===== src/rtl/encode.sv =====
// Rate-1/2 Fink/Hagelbarger recurrent burst-correcting encoder.
// Message plus 2*D flush zeros, info/check bits interleaved, one-cycle registered.
module encode #(
    parameter int MSG_SIZE = 6,
    parameter int STEP = 0,
    localparam int D = 2 * STEP + 1,
    localparam int L = MSG_SIZE + 2 * D,
    localparam int CODED_MSG_SIZE = 2 * L
) (
    input  logic                      clk,
    input  logic                      rst,
    input  logic [MSG_SIZE-1:0]       msg_in,
    output logic [CODED_MSG_SIZE-1:0] msg_out
);

    logic [L-1:0]              info;
    logic [L-1:0]              check;
    logic [CODED_MSG_SIZE-1:0] code;

    assign info = {{(2 * D){1'b0}}, msg_in};

    // Taps reaching below index 0 read as zero, so early slots use fewer terms.
    for (genvar k = 0; k < L; k++) begin : g_check
        if (k >= 2 * D) begin : g_two
            assign check[k] = info[k-D] ^ info[k-2*D];
        end else if (k >= D) begin : g_one
            assign check[k] = info[k-D];
        end else begin : g_none
            assign check[k] = 1'b0;
        end
        assign code[2*k]   = info[k];
        assign code[2*k+1] = check[k];
    end

    always_ff @(posedge clk or posedge rst) begin
        if (rst) begin
            msg_out <= '0;
        end else begin
            msg_out <= code;
        end
    end

endmodule


===== config.mk =====
export PLATFORM = sky130hd
export DESIGN_NAME = encode
export DESIGN_NICKNAME = d
export VERILOG_FILES = /design/src/rtl/encode.sv
export SDC_FILE = /design/constraint.sdc
export NUM_CORES = 1
export LEC_CHECK = 0
export BUFFER_PORTS_ARGS = -buffer_cell sky130_fd_sc_hd__buf_2
export CORE_AREA = 2 2 39 41
export CTS_CLUSTER_SIZE = 16
export DETAILED_ROUTE_END_ITERATION = 16
export DIE_AREA = 0 0 41 43
export GPL_TIMING_DRIVEN = 0
export HOLD_SLACK_MARGIN = 0.1
export PLACE_DENSITY = 0.59
export SYNTH_ARGS = -nofsm -noshare
export SYNTH_HDL_FRONTEND = slang
export SYNTH_SLANG_ARGS = --single-unit

===== constraint.sdc =====
create_clock -name clk -period 0.8 [get_ports clk]
set_clock_uncertainty 0.15 [all_clocks]
set_input_delay 0 -clock clk [delete_from_list [all_inputs] [get_ports clk]]
set_output_delay 0 -clock clk [all_outputs]
set_load 0.03 [all_outputs]

-- Word-level counts from Yosys, hierarchy flattened
Index checks and enable logic that the tools add are counted.
- bitwise gates (word level): 5
- operators with widths (cell ; number):
    XOR 1 bit ; 5
- bits in registers: 13
- input bits: 8
- output and inout port bits: 16
- logic and storage cells: 6

-- Logic depth before layout (Yosys ltp)
- depth in word-level cells: 1
- gate-level depth with buffers: 1
- mapped depth without buffers: 1

-- Worst setup path before layout
No wires, ideal clock.
- path type: flip-flop to output port
- from: reg msg_out[10] (netlist name)
- to: out msg_out[15]
- arrival: 0.703 ns
- required time: 0.650 ns
- slack: -0.053 ns
- stages on the path, launching flop included: 2
- buffers on the path: 1
- cells stage by stage: dfrtp_1 buf_4
- RTL lines (element ; RTL line ; source):
    end: declaration ; 13 ; output logic [CODED_MSG_SIZE-1:0] msg_out

-- Final worst setup path
- from: reg msg_out[3]
- to: out msg_out[3]
- RTL lines (element ; RTL line ; source):
    start signal: assignment ; 39 ; msg_out <= code;
No word-level cell between the ends.

==> metrics.txt <==
# TYPE chip_impl_metric gauge
chip_impl_info{name="run_status",value="complete, but fails checks"} 1
chip_impl_info{name="failed_checks",value="negative setup slack"} 1
chip_impl_metric{name="cts-htree-levels",unit=""} 1
chip_impl_metric{name="dr_total_vias",unit=""} 259
chip_impl_metric{name="path_clk_slew",unit="ns"} 0.07
chip_impl_info{name="top_register",value="msg_out"} 1
chip_impl_info{name="worst_setup_path_end_kind",value="output pin"} 1
chip_impl_metric{name="yosysSeqAreaShare",unit="%"} 75.60
chip_impl_metric{name="met2RoutedLength",unit="microns"} 397
chip_impl_metric{name="finish.instance_area",unit="sq um"} 673.1
chip_impl_metric{name="mappedNetlistArea",unit="sq um"} 364.1
chip_impl_metric{name="drive_gt1_share",unit="%"} 55.36
chip_impl_metric{name="area_delta_synth_final",unit="%"} 84.88
chip_impl_metric{name="drt.antenna.violating_nets",unit=""} 0
chip_impl_metric{name="globalRouteOverflowTotal",unit=""} 0
chip_impl_metric{name="design.final.nets",unit=""} 65
chip_impl_metric{name="detail_route.wl_per_cell",unit="microns"} 9.139
chip_impl_metric{name="fp.coreArea",unit="sq um"} 1384
chip_impl_metric{name="die-area",unit="sq um"} 1763
chip_impl_metric{name="finalMaxSlewViolations",unit=""} 0
chip_impl_metric{name="io_pins",unit=""} 24
chip_impl_metric{name="postPlaceCellArea",unit="sq um"} 494.2
chip_impl_metric{name="timing.final.setup_violations",unit=""} 18
chip_impl_metric{name="cts_made_buffers",unit=""} 3
chip_impl_info{name="synth_most_common_cell",value="dfrtp_1"} 1
chip_impl_metric{name="timing.critical_path.arrival",unit="ns"} 0.91
chip_impl_metric{name="max_cap_viol",unit=""} 0
chip_impl_metric{name="synth_cell_types",unit=""} 5
chip_impl_metric{name="drc",unit=""} 0
chip_impl_metric{name="seq_power_share",unit="%"} 47.5
chip_impl_metric{name="post_synth_inst_count",unit=""} 23
chip_impl_metric{name="number_of_antenna_violations_at_the_first_check_in_global_routing",unit=""} 0
chip_impl_metric{name="fp.dieW",unit="microns"} 41
chip_impl_metric{name="rows",unit=""} 14
chip_impl_metric{name="fillCellCount",unit=""} 124
chip_impl_info{name="largest_registers",value="msg_out (11)"} 1
chip_impl_metric{name="synth_top_cell_area_share",unit="%"} 75.60
chip_impl_info{name="ctsRootBufferMaster",value="clkbuf_4"} 1
chip_impl_metric{name="switching_share",unit="%"} 27.95
chip_impl_metric{name="instances_no_fill",unit=""} 72
chip_impl_info{name="yosys_most_used_dff",value="dfrtp_1"} 1
chip_impl_info{name="rsz_0062_raised_after_global_routing",value="true"} 1
chip_impl_metric{name="avgViaCountPerCell",unit=""} 3.597
chip_impl_metric{name="die_h",unit="microns"} 43
chip_impl_metric{name="pwr_density_cell",unit="nW/um^2"} 1934
chip_impl_metric{name="length_of_routed_wiring_on_met1",unit="microns"} 199
chip_impl_metric{name="cts_post_setup_buffers_inserted",unit=""} 0
chip_impl_info{name="crit_type",value="register to output pin"} 1
chip_impl_metric{name="largest_register_ff_count",unit=""} 11
chip_impl_metric{name="synth_edf_count",unit=""} 0
chip_impl_info{name="ys_top_cells_by_count",value="dfrtp_1 (11), buf_4 (5), xor2_1 (5)"} 1
chip_impl_metric{name="drt_first_pass_iters",unit=""} 2
chip_impl_metric{name="flops_latches_synth",unit=""} 11
chip_impl_metric{name="timing.fmax",unit="MHz"} 943.6
chip_impl_metric{name="leakage_power",unit="nW"} 0.3330
chip_impl_metric{name="grt_start_max_net_pins",unit=""} 12
chip_impl_metric{name="wl_met3",unit="microns"} 31
chip_impl_metric{name="clockBufferDepth",unit=""} 2
chip_impl_info{name="crit_path_start_kind",value="register"} 1
chip_impl_metric{name="final.period_utilization",unit="%"} 132.5
chip_impl_metric{name="synth-warning-count",unit=""} 0
chip_impl_metric{name="grt_pass1_vias",unit=""} 267
chip_impl_metric{name="peakVddDrop",unit="V"} 0.0005241
chip_impl_metric{name="grtUsageTotal",unit="%"} 9.848
chip_impl_metric{name="internal-power",unit="mW"} 0.9380
chip_impl_metric{name="clk_network_pwr_share",unit="%"} 28.1
chip_impl_info{name="tritoncts",value="yes"} 1
chip_impl_metric{name="worst_hold_margin",unit="ns"} 0.06317
chip_impl_metric{name="tritoncts_num_sinks",unit=""} 11
chip_impl_metric{name="timing.final.hold_violations",unit=""} 0
chip_impl_metric{name="pwr-share-comb",unit="%"} 24.4
chip_impl_info{name="hp-class",value="input pin to async pin"} 1
chip_impl_metric{name="initial_core_util",unit="%"} 26.31
chip_impl_metric{name="critical_path_required",unit="ns"} 0.65
chip_impl_metric{name="p_switching",unit="mW"} 0.3639
chip_impl_info{name="synthTopCellsByArea",value="dfrtp_1 (76%), xor2_1 (12%), buf_4 (10%)"} 1
chip_impl_metric{name="grt_first_pass_wirelength",unit="microns"} 1041
chip_impl_metric{name="ys_async_sr_fraction",unit="%"} 100.0
chip_impl_info{name="yosysTopAreaCell",value="dfrtp_1"} 1
chip_impl_metric{name="postLayoutSetupSlackWorst",unit="ns"} -0.2598
chip_impl_metric{name="antenna_cells",unit=""} 0
chip_impl_metric{name="instance_count_after_placement_with_tap_cells_included",unit=""} 61
chip_impl_info{name="top_layer_used",value="met4"} 1
chip_impl_metric{name="io_buffers",unit=""} 20
chip_impl_metric{name="path_max_fanout",unit=""} 2
chip_impl_metric{name="finalWorstPathRequiredPeriod",unit="ns"} 1.060
chip_impl_metric{name="postSynthAreaPerCell",unit="sq um"} 15.83
chip_impl_metric{name="wirelength",unit="microns"} 658
chip_impl_metric{name="drtIter0Drc",unit=""} 1
chip_impl_metric{name="gp_routability_congestion",unit=""} 0.5442
==> critical path: stages, from the launching register on <==
cell     delay (ns)
dfrtp_2        0.41
buf_6          0.11
buf_6          0.12
==> cells by family (layout without fill, tap and decap cells) <==
kind of cell	after synthesis	after routing	synth area share [%]
flip-flops	11	11	75.60
buffers and inverters	6	37	11.34
other	1	3	1.030
XOR/XNOR	5	5	12.03
==> through the flow <==
stage | setup slack, ns | power (mW) | util [%] | setup TNS [ns]
after floorplan | 0.009772 | 0.7780 | - | 0
after global placement | -0.007083 | 0.8511 | 35.71 | -0.01096
after detailed placement | -0.02106 | 0.8539 | 35.71 | -0.03302
after CTS | -0.2686 | 1.310 | 48.37 | -2.460
after global routing | -0.2964 | 1.365 | 48.64 | -2.902
final | -0.2598 | 1.302 | 48.64 | -2.393
==> power groups by stage <==
stage                     Clock [mW]  Sequential, mW  Combinational, mW
after CTS                      0.375           0.619              0.316
after floorplan                    0           0.707             0.0711
after global routing           0.404           0.622              0.340
after global placement             0           0.617              0.234
after detailed placement           0           0.619              0.235
final                          0.366           0.618              0.318
==> layout by cell type (no fill, tap or decap) <==
master,synthesis,layout
buf_6,0,13
dfrtp_1,11,9
buf_2,0,8
dlygate4sd3_1,0,7
xor2_1,5,5
buf_4,5,4
conb_1,1,3
clkbuf_4,0,3
dfrtp_2,0,2
clkinvlp_4,0,1
clkbuf_1,0,1
==> cell type report <==
type                            instances  area, sq um  area share (%)
Buffer                                  5        45.04           6.691
Clock buffer                            4        26.28           3.903
Multi-Input combinational cell          8        55.05           8.178
Timing Repair Buffer                   27        241.5           35.87
Sequential cell                        11        277.8           41.26
Tap cell                               16        20.02           2.974
Inverter                                1        7.507           1.115
==> worst paths after layout <==
check                                     start                    end  depth (start not counted)
setup / recovery           msg_out[3]$_DFF_PP0_             msg_out[3]                          2
max in group asynchronous                   rst   msg_out[3]$_DFF_PP0_                          3
min in group clk                      msg_in[5]  msg_out[10]$_DFF_PP0_                          2
hold / removal                              rst   msg_out[9]$_DFF_PP0_                          3
==> metal layers <==
metal | vias up | global-route usage, %
met5 | - | 0
met4 | 0 | 12.00
met3 | 3 | 3.141
met2 | 12 | 15.00
met1 | 120 | 8.333
li1 | 124 | -
==> repair_timing <==
item / 4_1_cts / 5_1_grt
hold endpoints to repair: 22 / 10
gates resized for setup: 25 / 1
setup endpoints to repair: 13 / 29
hold buffers: 7 / 5
Power figures use the tool's default switching activity.
